===== src/rtl/deconv_pkg.sv =====
// deconv_pkg: shared defaults and FSM state type for the bit-plane deconversion block.
`default_nettype none

package deconv_pkg;

  localparam int unsigned C_NUM_ELEM = 16;
  localparam int unsigned C_ELEM_W   = 8;

  typedef enum logic [0:0] {
    FILL  = 1'b0,
    STALL = 1'b1
  } deconv_state_e;

endpackage

`default_nettype wire


===== src/rtl/deconv_if.sv =====
// deconv_if: plane input and vector output handshakes; plane_last/frame_err exist only
// when DECONV_FRAME_CHECK_EN is defined.
`default_nettype none

interface deconv_if
  import deconv_pkg::*;
#(
  parameter int NUM_ELEM = C_NUM_ELEM,
  parameter int ELEM_W   = C_ELEM_W
) ();

  logic [NUM_ELEM-1:0]        plane_in;
  logic                       plane_valid;
  logic                       plane_ready;
  logic [NUM_ELEM*ELEM_W-1:0] vec_out;
  logic                       vec_valid;
  logic                       vec_ready;
`ifdef DECONV_FRAME_CHECK_EN
  logic                       plane_last;
  logic                       frame_err;
`endif

  modport master (
    output plane_in, plane_valid, vec_ready,
`ifdef DECONV_FRAME_CHECK_EN
    output plane_last,
    input  frame_err,
`endif
    input  plane_ready, vec_out, vec_valid
  );

  modport slave (
    input  plane_in, plane_valid, vec_ready,
`ifdef DECONV_FRAME_CHECK_EN
    input  plane_last,
    output frame_err,
`endif
    output plane_ready, vec_out, vec_valid
  );

endinterface

`default_nettype wire


===== src/rtl/deconv_out_reg.sv =====
// deconv_out_reg: single-entry output register with valid/ready hold.
`default_nettype none

module deconv_out_reg #(
  parameter int VEC_W = 128
) (
  input  wire logic             clk,
  input  wire logic             rst,
  input  wire logic             load_i,
  input  wire logic [VEC_W-1:0] data_i,
  input  wire logic             ready_i,
  output logic                  free_o,
  output logic                  valid_o,
  output logic [VEC_W-1:0]      data_o
);

  logic             valid_q;
  logic [VEC_W-1:0] data_q;

  // Free when empty or being drained on this edge, so back-to-back loads need no bubble.
  assign free_o  = !valid_q || ready_i;
  assign valid_o = valid_q;
  assign data_o  = data_q;

  always_ff @(posedge clk or negedge rst) begin
    if (!rst) begin
      valid_q <= 1'b0;
      data_q  <= '0;
    end else if (load_i) begin
      valid_q <= 1'b1;
      data_q  <= data_i;
    end else if (ready_i) begin
      valid_q <= 1'b0;
    end
  end

endmodule

`default_nettype wire


===== src/rtl/deconversion.sv =====
// deconversion: gathers ELEM_W MSB-first bit-planes into one NUM_ELEM-element vector.
// Optional frame checking (plane_last/frame_err) under DECONV_FRAME_CHECK_EN.
`default_nettype none

module deconversion
  import deconv_pkg::*;
#(
  parameter int NUM_ELEM = C_NUM_ELEM,
  parameter int ELEM_W   = C_ELEM_W
) (
  input wire logic clk,
  input wire logic rst,
  deconv_if.slave  bus
);

  localparam int CNT_W = (ELEM_W > 1) ? $clog2(ELEM_W) : 1;
  localparam int VEC_W = NUM_ELEM * ELEM_W;
  localparam logic [CNT_W-1:0] CNT_LAST = CNT_W'(ELEM_W - 1);

  deconv_state_e    state_q;
  logic [CNT_W-1:0] cnt_q, cnt_d;
  logic [VEC_W-1:0] coll_q;
  logic [VEC_W-1:0] coll_merged;
  logic             accept, last_plane, out_free, out_load;
  logic [VEC_W-1:0] out_data;

  assign bus.plane_ready = (state_q == FILL);
  assign accept          = bus.plane_valid && (state_q == FILL);
  assign last_plane      = (cnt_q == CNT_LAST);

  // Plane p lands on bit ELEM_W-1-p of every element.
  for (genvar i = 0; i < NUM_ELEM; i++) begin : g_elem
    for (genvar b = 0; b < ELEM_W; b++) begin : g_bit
      assign coll_merged[i*ELEM_W + b] = (cnt_q == CNT_W'(ELEM_W - 1 - b)) ?
                                         bus.plane_in[i] : coll_q[i*ELEM_W + b];
    end
  end

`ifdef DECONV_FRAME_CHECK_EN
  logic err_q;
  assign bus.frame_err = err_q;
  always_comb begin
    cnt_d = cnt_q;
    if (accept) cnt_d = (last_plane || bus.plane_last) ? '0 : cnt_q + 1'b1;
  end
  // Loading is keyed on the counter, so an early plane_last drops the partial vector.
  always_ff @(posedge clk or negedge rst) begin
    if (!rst) err_q <= 1'b0;
    else if (accept && (bus.plane_last != last_plane)) err_q <= 1'b1;
  end
`else
  always_comb begin
    cnt_d = cnt_q;
    if (accept) cnt_d = last_plane ? '0 : cnt_q + 1'b1;
  end
`endif

  assign out_load = (accept && last_plane && out_free) || ((state_q == STALL) && out_free);
  assign out_data = (state_q == STALL) ? coll_q : coll_merged;

  always_ff @(posedge clk or negedge rst) begin
    if (!rst) begin
      state_q <= FILL;
      cnt_q   <= '0;
      coll_q  <= '0;
    end else begin
      cnt_q <= cnt_d;
      if (accept) coll_q <= coll_merged;
      case (state_q)
        FILL:    if (accept && last_plane && !out_free) state_q <= STALL;
        STALL:   if (out_free) state_q <= FILL;
        default: state_q <= FILL;
      endcase
    end
  end

  deconv_out_reg #(
    .VEC_W (VEC_W)
  ) u_out_reg (
    .clk     (clk),
    .rst     (rst),
    .load_i  (out_load),
    .data_i  (out_data),
    .ready_i (bus.vec_ready),
    .free_o  (out_free),
    .valid_o (bus.vec_valid),
    .data_o  (bus.vec_out)
  );

endmodule

`default_nettype wire


===== src/flat_wrapper.sv =====
// flat-port wrapper written by rule: the top's interface ports become plain ports
module deconversion_flat import deconv_pkg::*;
#(
  parameter int NUM_ELEM = C_NUM_ELEM,
  parameter int ELEM_W   = C_ELEM_W
)
  (clk, rst, bus_plane_in, bus_plane_valid, bus_vec_ready, bus_plane_ready, bus_vec_out, bus_vec_valid);
  deconv_if #(.NUM_ELEM(NUM_ELEM), .ELEM_W(ELEM_W)) bus_i ();
  input wire logic clk;
  input wire logic rst;
  input wire logic [$bits(bus_i.plane_in)-1:0] bus_plane_in;
  input wire logic [$bits(bus_i.plane_valid)-1:0] bus_plane_valid;
  input wire logic [$bits(bus_i.vec_ready)-1:0] bus_vec_ready;
  output wire logic [$bits(bus_i.plane_ready)-1:0] bus_plane_ready;
  output wire logic [$bits(bus_i.vec_out)-1:0] bus_vec_out;
  output wire logic [$bits(bus_i.vec_valid)-1:0] bus_vec_valid;
  assign bus_i.plane_in = bus_plane_in;
  assign bus_i.plane_valid = bus_plane_valid;
  assign bus_i.vec_ready = bus_vec_ready;
  assign bus_plane_ready = bus_i.plane_ready;
  assign bus_vec_out = bus_i.vec_out;
  assign bus_vec_valid = bus_i.vec_valid;
  deconversion #(.NUM_ELEM(NUM_ELEM), .ELEM_W(ELEM_W)) u_core (.clk(clk), .rst(rst), .bus(bus_i));
endmodule

===== config.mk =====
export PLATFORM = sky130hd
export DESIGN_NAME = deconversion_flat
export DESIGN_NICKNAME = d
export VERILOG_FILES = /design/src/rtl/deconv_pkg.sv /design/src/rtl/deconv_if.sv /design/src/rtl/deconv_out_reg.sv /design/src/rtl/deconversion.sv /design/src/flat_wrapper.sv
export SDC_FILE = /design/constraint.sdc
export NUM_CORES = 1
export LEC_CHECK = 0
export ABC_AREA = 1
export ABC_CLOCK_PERIOD_IN_PS = 2000
export CORE_MARGIN = 4
export CORE_UTILIZATION = 57
export DETAILED_ROUTE_END_ITERATION = 6
export PLACE_DENSITY = 0.81
export SYNTH_ARGS = -nofsm -noshare
export SYNTH_HDL_FRONTEND = slang
export SYNTH_SLANG_ARGS = --single-unit

===== constraint.sdc =====
create_clock -name clk -period 2 [get_ports clk]
set_input_delay 0.4 -clock clk [delete_from_list [all_inputs] [get_ports clk]]
set_output_delay 0.4 -clock clk [all_outputs]
set_load 0.03 [all_outputs]

==> qor.csv <==
metric;value;unit
Mapped Avg Cell Area;7.34;sq um
port bufs;149;
first-pass GRT wire length;61.2;mm
starting density of the core;0.580;
CTS root buffer;clkbuf_16;
Filler cells;1731;
Die ar.;0.0255;sq mm
Worst Path Required;1.60;ns
crit-path leading delay family;buffers and inverters;
Antenna Nets Post-Route;0;
gpl congestion;0.818;
Row Count;55;
TritonCTS Buffers;27;
clock-pin transition on the worst setup and hold timing paths;0.06;ns
Mapped Nets;1813;
Least-Margin Pin Slew;0.441;ns
Clk Latency, worst-skew pair;0.52;ns
Remaining Overflow, GRT;0;
Synthesis Warnings;0;
Area contributors post-synth;dfrtp_1, nand2_1, nand3_1;
WP data arrival;1.57;ns
largest net degree at the start of global routing;60;
residual DRC count;0;
status;completed;
Syn Std Cell Area;0.0131;sq mm
min Tclk post-route;1.97;ns
vias per std cell;5.75;
Cells after Synth;1787;
Die Ht;160;um
cells along the critical path;clkdlybuf4s50_1;
sequential share of the synthesized area;0.498;
setup TNS;0;ns
most common cell after layout, fill and taps aside;nand2_1;
ratio of final minimum period to clock period;0.983;
power density over cell area;1670;mW/mm^2
worst rel slew slack;0.706;
HP Class;input pin to asynchronous set/reset pin;
# IOs;150;
Layout area overhead;22.3;%
TritonCTS clock tree;done;
Max-cap violations;0;
antenna cell count;0;
total power;26.8;mW
most frequent cells in the layout;nand2_1, nor2_1, dfrtp_1, nand3_1, clkdlybuf4s50_1;
largest stage delay on the critical path;0.68;ns
GRT Util Overall;0.289;
Max FO, Critical Path;2;
Slowest-stage cell, CP;clkdlybuf4s50_1;
cell taking the most area after synthesis;dfrtp_1;
share of layout cells above drive strength 1;0.0746;
drt first pass iters;6;
# setup viols final;0;
CP Buf/Inv Count;1;
Fmax achieved;509;MHz
synthesized flop and latch total;261;
critical path launch point type;flip-flop;
Post-CTS Setup Repair Bufs;0;
Setup CP Type;flip-flop to output pin;
vias in the first global route;12222;
Max Slew Vio Count;0;
Leakage;8.79;nW
WL/cell;16.9;um
initial antenna violation count;0;
RSZ-0062 raised after global routing;no;
post-DP HPWL;23.7;mm
routed wire length;37.3;mm
CTS max path bufs;3;
Storage cell area;0.00653;sq mm
die width;160;um
Setup crit end kind;output pin;
Yosys top cell area share;0.498;
multi-input logic area;0.00583;sq mm
total number of vias;12664;
H-Tree Depth;1;
Iter 0 DRT Violations;1205;
unique cell type count in the Yosys netlist;18;
# nets final;1928;
Final Hold Viols;0;
Clock Skews;0.00658;ns
Max IR drop VDD;888;uV
core footprint;0.0226;sq mm
CTS sink count;261;
[path summary, 6_finish.rpt]
kind                       slack (ns)  depth (start not counted)                      endpoint                         start
setup reg to reg                 0.17                          9   u_core.u_out_reg.data_o[29]               u_core.cnt_q[0]
min in group clk                 0.47                          2  u_core.u_out_reg.data_o[117]  u_core.u_out_reg.data_o[117]
setup / recovery                 0.03                          1               bus_vec_out[13]   u_core.u_out_reg.data_o[13]
max in group asynchronous        0.86                          3               u_core.cnt_q[2]                           rst
hold reg to reg                  0.47                          2  u_core.u_out_reg.data_o[117]  u_core.u_out_reg.data_o[117]
hold / removal                   0.39                          2             u_core.coll_q[21]                           rst
[through the flow]
stage | utilization | setup WS (ns) | hold slack [ns] | instances | cell area (sq um)
CTS | 0.705 | 0.000622 | 0.408 | 2203 | 16000
floorplan | - | 0.298 | 0.104 | 1787 | 13100
global placement | 0.669 | 0.175 | 0.358 | 2157 | 15100
global route | 0.709 | 0.000307 | 0.423 | 2203 | 16100
detailed placement | 0.669 | 0.143 | 0.345 | 2157 | 15100
finish | 0.709 | 0.0334 | 0.389 | 2203 | 16100
[flip-flops by register name, indices dropped and copies added, names as in the netlist]
name,flops
u_core.state_q,1
u_core.cnt_q,3
u_core.coll_q,128
u_core.u_out_reg.data_o,128
u_core.u_out_reg.valid_o,1
[logic make-up after synthesis]
| group | after synthesis | share of synthesized area |
|---|---|---|
| AO/OA/AOI/OAI | 84 | 0.0397 |
| flip-flops | 261 | 0.498 |
| buffers and inverters | 145 | 0.0595 |
| adder cells (fa/ha/maj) | 6 | 0.00572 |
| AND/OR/NAND/NOR | 1291 | 0.397 |
[synth_stat cells (all sizes together)]
master	n
nand2	728
nor2	297
dfrtp	261
nand3	246
buf	97
a31oi	80
clkbuf	38
or2	20
inv	10
ha	6
o21ai	3
a21oi	1
[timing repair]
item | in CTS | in global routing
endpoints found under the hold margin | 43 | 0
resized for setup | 28 | 34
setup endpoints to repair | 28 | 34
hold buffers | 1 | 0
[metal layers]
metal	global-route usage	vias to the layer above	wire length (um)
met4	0.110	0	1320
met1	0.388	5986	15100
met5	0	-	0
met2	0.474	621	17700
met3	0.0483	113	3240
li1	-	5944	-
[cell type report]
cell class	instances	area share
sequential	261	0.407
multi-input combinational	1381	0.363
timing repair buffer	221	0.152
clock buffer	39	0.0480
tap	285	0.0222
clock inverter	6	0.00514
inverter	10	0.00265
[worst reg2reg max path, delay by kind of cell (launching register included)]
kind / cells / cell delay, ns
flops: 1 / 0.40
simple gates: 6 / 0.57
buf+inv: 1 / 0.25
fa+ha+maj: 2 / 0.49
[power breakdown]
group / switching, mW / internal [mW]
registers: 1.83 / 7.83
logic: 7.72 / 4.50
clock network: 2.03 / 2.91
Power figures use the tool's default switching activity.
